--- config.mk ---
export PLATFORM = sky130hd
export DESIGN_NAME = mux8_rr_sched
export DESIGN_NICKNAME = d
export VERILOG_FILES = /design/src/rtl/mux8_sched_pkg.sv /design/src/rtl/rr_pick.sv /design/src/rtl/mux8_rr_sched.sv
export SDC_FILE = /design/constraint.sdc
export NUM_CORES = 1
export LEC_CHECK = 0
export ABC_CLOCK_PERIOD_IN_PS = 4310
export CAP_MARGIN = 20
export CORE_AREA = 2 2 61 63
export CTS_CLUSTER_DIAMETER = 120
export DETAILED_ROUTE_END_ITERATION = 7
export DIE_AREA = 0 0 63 65
export PLACE_DENSITY_LB_ADDON = 0.2
export SYNTH_ARGS = -nofsm -noshare
export SYNTH_HDL_FRONTEND = slang
export SYNTH_HIERARCHICAL = 1
export SYNTH_SLANG_ARGS = --single-unit
--- constraint.sdc ---
create_clock -name clk -period 4.31 [get_ports clk]
set_input_delay 0.862 -clock clk [delete_from_list [all_inputs] [get_ports clk]]
set_output_delay 0.862 -clock clk [all_outputs]
set_load 0.005 [all_outputs]
--- src/rtl/mux8_sched_pkg.sv ---
// Shared constants, FSM state type and helpers for the 8-source mux scheduler.
package mux8_sched_pkg;

    localparam int N     = 8;
    localparam int SEL_W = 3;

    // Scheduler FSM states: no owner, owner active, one-cycle dead gap.
    typedef enum logic [1:0] {
        IDLE  = 2'd0,
        GRANT = 2'd1,
        GAP   = 2'd2
    } sched_state_e;

    // One-hot decode of a source index into a grant vector.
    function automatic logic [N-1:0] onehot(input logic [SEL_W-1:0] idx);
        logic [N-1:0] v;
        v      = '0;
        v[idx] = 1'b1;
        return v;
    endfunction

endpackage

--- src/rtl/rr_pick.sv ---
// Round-robin winner search: first set request bit after ptr, wrapping back to ptr.
module rr_pick
    import mux8_sched_pkg::*;
(
    input  logic [N-1:0]     req,
    input  logic [SEL_W-1:0] ptr,
    output logic [SEL_W-1:0] w,
    output logic             found
);

    logic [2*N-1:0]   req_dbl;
    logic [SEL_W:0]   rot_off;
    logic [N-1:0]     req_rot;
    logic [SEL_W-1:0] rot_pos;

    // Rotate so the bit after ptr lands at position 0, then take the lowest set bit.
    always_comb begin
        req_dbl = {req, req};
        rot_off = {1'b0, ptr} + {{SEL_W{1'b0}}, 1'b1};
        req_rot = req_dbl[rot_off +: N];
        rot_pos = '0;
        found   = 1'b0;
        for (int i = N - 1; i >= 0; i--) begin
            if (req_rot[i]) begin
                rot_pos = SEL_W'(i);
                found   = 1'b1;
            end
        end
        // Un-rotate: modulo-N add happens naturally in SEL_W bits.
        w = ptr + {{(SEL_W-1){1'b0}}, 1'b1} + rot_pos;
    end

endmodule

--- src/rtl/mux8_rr_sched.sv ---
// Round-robin scheduler driving the select and one-hot grant of a shared 8:1 mux.
// Each grant lasts at most MAX_HOLD cycles (MAX_HOLD must be >= 1) and is
// followed by exactly one dead cycle with no owner.
//
// Handshake: req[i] is a level request; source i owns the mux output whenever
// gnt[i] is high. gnt follows req by one clock, and the owner keeps gnt for
// one more cycle after dropping req. There is no backpressure on gnt.
module mux8_rr_sched
    import mux8_sched_pkg::*;
#(
    parameter int unsigned MAX_HOLD = 16
) (
    input  logic             clk,
    input  logic             rst_n,
    input  logic             en,
    input  logic [N-1:0]     req,
    output logic [SEL_W-1:0] sel,
    output logic [N-1:0]     gnt,
    output logic             valid
);

    localparam int HOLD_W = $clog2(MAX_HOLD + 1);

    sched_state_e      state_q;
    logic [SEL_W-1:0]  sel_q;
    logic [N-1:0]      gnt_q;
    logic              valid_q;
    logic [HOLD_W-1:0] hold_q;
    logic [SEL_W-1:0]  ptr_q;

    logic [SEL_W-1:0]  win;
    logic              win_found;
    logic              grant_end;

    // Search always starts just after the last finished owner.
    rr_pick u_pick (
        .req   (req),
        .ptr   (ptr_q),
        .w     (win),
        .found (win_found)
    );

    // Current grant finishes when its owner lets go, enable drops or the hold limit is hit.
    always_comb begin
        grant_end = !req[sel_q] || !en || (hold_q == HOLD_W'(MAX_HOLD));
    end

    // Scheduler FSM with registered select, grant, valid, hold counter and pointer.
    always_ff @(posedge clk or negedge rst_n) begin
        if (!rst_n) begin
            state_q <= IDLE;
            sel_q   <= '0;
            gnt_q   <= '0;
            valid_q <= 1'b0;
            hold_q  <= '0;
            ptr_q   <= SEL_W'(N - 1);
        end else begin
            case (state_q)
                IDLE, GAP: begin
                    // sel is left alone so the mux output stays stable between owners.
                    if (en && win_found) begin
                        state_q <= GRANT;
                        sel_q   <= win;
                        gnt_q   <= onehot(win);
                        valid_q <= 1'b1;
                        hold_q  <= HOLD_W'(1);
                    end else begin
                        state_q <= IDLE;
                        gnt_q   <= '0;
                        valid_q <= 1'b0;
                        hold_q  <= '0;
                    end
                end
                GRANT: begin
                    if (grant_end) begin
                        state_q <= GAP;
                        gnt_q   <= '0;
                        valid_q <= 1'b0;
                        hold_q  <= '0;
                        ptr_q   <= sel_q;
                    end else begin
                        hold_q  <= hold_q + HOLD_W'(1);
                    end
                end
                default: begin
                    state_q <= IDLE;
                    gnt_q   <= '0;
                    valid_q <= 1'b0;
                    hold_q  <= '0;
                end
            endcase
        end
    end

    assign sel   = sel_q;
    assign gnt   = gnt_q;
    assign valid = valid_q;

endmodule

==> metrics.txt <==
Max Used Layer=met4; clock share of power=10.6%; worst IR drop on VDD=0.000405 V; Post-Syn Instances=185; RSZ-0062 raised after global routing=false; outcome=finished clean; CP endpoint kind=flip-flop; Post-CTS Setup Bufs=0; vias per cell=6.16; DIE HEIGHT=65 um; Detailed Route WL=4200 um; Placer Congestion=0.855; drc violations=0; post-route ant nets=0; Internal Power=0.822 mW; Placed Cells=245; PortBufs=22; Yosys top cell area share=25.7%; async set or reset register ratio after synthesis=100%; wire length on met2=2170 um; Clk pin slew, worst setup/hold paths=0.12 ns; Synth top cells by count=19 x dfrtp_1, 12 x inv_1, 11 x mux2i_1, 10 x a32o_1, 10 x nor2_1; GRT overflow=0; diode count=0; f_max=273 MHz; Synth Net Count=200; CP Max Fanout=8; Die Wd=63 um; Critical Path RT=4.53 ns; Netlist cell types=54; Lkg Pwr=0.904 nW; dominant cell type by area after synthesis=dfrtp_1; Layout area overhead=13.8%; GR Util All Layers=22.6%; # hold bufs at CTS=0; worst-margin pin slew=0.931 ns; # rows=22; period utilization=85.1%; initial DRC count=124; Worst Path Arrival=3.89 ns; yosys warns=6; total negative setup slack=0 ns; pre-CTS setup slack=0.323 ns; sequential area share after synthesis=30.0%; synthesized cell area=0.00185 sq mm; clk_lat worst skew=0.32 ns; Tot Pwr=1.47 mW; count of final setup violators=0; count of flip-flops with a built-in enable after synthesis=0; Initial DRT Pass Iterations=4; worst reg2reg setup slack=0.67 ns; Max Root-Sink Buffers=2; CTS sink count=22; Psw=0.650 mW; startpoint type of the worst setup path=input port; Synth Area per Inst=10.0 sq um; Die Area=0.00410 sq mm; largest cells by area after synthesis=dfrtp_1 26%, mux2i_1 6.0%, a32o_1 5.4%; critical path class=in -> reg; reg2reg path depth=12; pwr/cell area=700 mW/mm^2; max_cap viols=0; H-tree levels=1; most common cell in the netlist=dfrtp_1; r2r endpoint=gnt[1]$_DFFE_PN0P_; Comb pwr share=59.3%; Slew Limit Fails=0; hold path cells=1; worst hold margin=0.511 ns; Sw Ratio=44.2%; Reg power frac=30.1%; first-pass GRT wire length=7370 um; Final Hold Vio Count=0; share of cells above drive strength 1=13.4%; antenna violations before repair=0; hpwl dp=3200 um; Final min period=3.67 ns; root buffer cell=clkbuf_4; Slew HR=37.7%; core area=0.00350 sq mm; TritonCTS Buffers=3; vias in the first global route=1577; Wirelength per Cell=16.9 um; ys flop type=dfrtp_1; met1 WL=1780 um; clk_skew=0.0115 ns; CP endpoint=gnt[1]$_DFFE_PN0P_; Final WS setup=0.643 ns; Post-layout nets=217; Hold Path Class=reg -> reg; Starting Density=52.9%; WL met3=120 um; RR Startpoint=ptr_q[1]$_DFFE_PN1P_; vias post-DR=1534; IO Pins=23; Post-CTS Resized=0; register bit total from synthesis=22; CTS tree=done; Critical Path Source=req[6]; largest net degree at the start of global routing=37; Post-Layout Cell Count=249
==> layer usage <==
| metal | GRT usage [%] | up-vias |
|---|---|---|
| met2 | 40.0 | 38 |
| met3 | 3.13 | 13 |
| met4 | 10.8 | 0 |
| met1 | 27.0 | 749 |
| met5 | 0 | - |
| li1 | - | 734 |
==> flip-flops by register name, summed over array words and instances (netlist names) <==
signal   flops
gnt          8
state_q      2
sel          3
valid        1
hold_q       5
ptr_q        3
==> metrics by stage <==
stage	util, %	cell area [sq um]
finish	60.2	2100
floorplan	-	1850
global route	60.2	2100
CTS	60.2	2100
detailed placement	58.7	2050
global placement	58.7	2050
==> power groups by stage <==
| stage | Combinational, mW | Clock [mW] | Sequential, mW |
|---|---|---|---|
| 5_1_grt | 0.966 | 0.165 | 0.465 |
| 3_5_place_dp | 0.867 | 0 | 0.447 |
| 2_1_floorplan | 0.712 | 0 | 0.353 |
| 3_3_place_gp | 0.836 | 0 | 0.440 |
| 6_report | 0.873 | 0.157 | 0.443 |
| 4_1_cts | 0.873 | 0.159 | 0.444 |
==> critical path, stage by stage <==
cell	delay (ns)
clkdlybuf4s50_1	0.56
mux2_1	0.38
mux2i_1	0.26
o21a_1	0.19
nor2_1	0.05
a311oi_1	0.25
ha_1	0.18
inv_1	0.05
fa_1	0.37
xnor2_1	0.15
xnor2_1	0.23
inv_1	0.13
a32o_1	0.24
==> how the worst min path moves through the flow <==
stage                            start                  to  slack, ns
floorplan            valid$_DFFE_PN0P_   valid$_DFFE_PN0P_       0.47
global route         valid$_DFFE_PN0P_   valid$_DFFE_PN0P_       0.54
detailed placement   valid$_DFFE_PN0P_   valid$_DFFE_PN0P_       0.48
finish              gnt[6]$_DFFE_PN0P_  gnt[6]$_DFFE_PN0P_       0.51
global placement     valid$_DFFE_PN0P_   valid$_DFFE_PN0P_       0.46
CTS                 gnt[3]$_DFFE_PN0P_  gnt[3]$_DFFE_PN0P_       0.52
==> cell usage in the layout, fill, tap and decap left out, types with 2 or more instances in the layout <==
master / Yosys / final
a211o_1: 2 / 2
a211oi_1: 6 / 6
a21o_1: 7 / 7
a21oi_1: 3 / 3
a32o_1: 10 / 10
and2_1: 5 / 5
and3b_1: 2 / 2
clkbuf_4: 0 / 3
clkdlybuf4s50_1: 0 / 22
dfrtp_1: 19 / 19
dfstp_2: 3 / 3
ha_1: 3 / 3
inv_1: 12 / 12
mux2_1: 3 / 3
mux2_2: 5 / 5
mux2i_1: 11 / 11
mux4_2: 2 / 2
nand2_1: 8 / 8
nand2b_1: 6 / 6
nand3_1: 7 / 7
nor2_1: 10 / 10
nor2b_1: 2 / 2
nor3_1: 4 / 4
nor3_2: 2 / 2
nor3b_1: 2 / 2
o211ai_1: 2 / 2
o21a_1: 2 / 2
o21ai_0: 5 / 5
o22ai_1: 2 / 2
xnor2_1: 5 / 5
xor2_1: 2 / 2
==> kinds of logic (layout without fill, tap and decap cells) <==
logic type,count (synthesis),after routing,share of synthesized area (%)
simple gates,55,55,17.8
compound gates,51,51,24.5
buf+inv,24,40,7.24
mux,22,22,14.1
flops,22,22,30.0
xor+xnor,7,7,3.32
fa+ha+maj,4,4,3.11
==> final cells by class <==
| cell class | count | area [sq um] |
|---|---|---|
| fillers | 335 | 1390 |
| multi-input cells | 139 | 1160 |
| flip-flops and latches | 22 | 554 |
| repair buffers | 23 | 228 |
| well taps | 48 | 60.1 |
| inverters | 13 | 48.8 |
| clock inverters | 1 | 30.0 |
| clock buffers | 3 | 22.5 |
No activity file was read; power rests on OpenSTA's default activity.
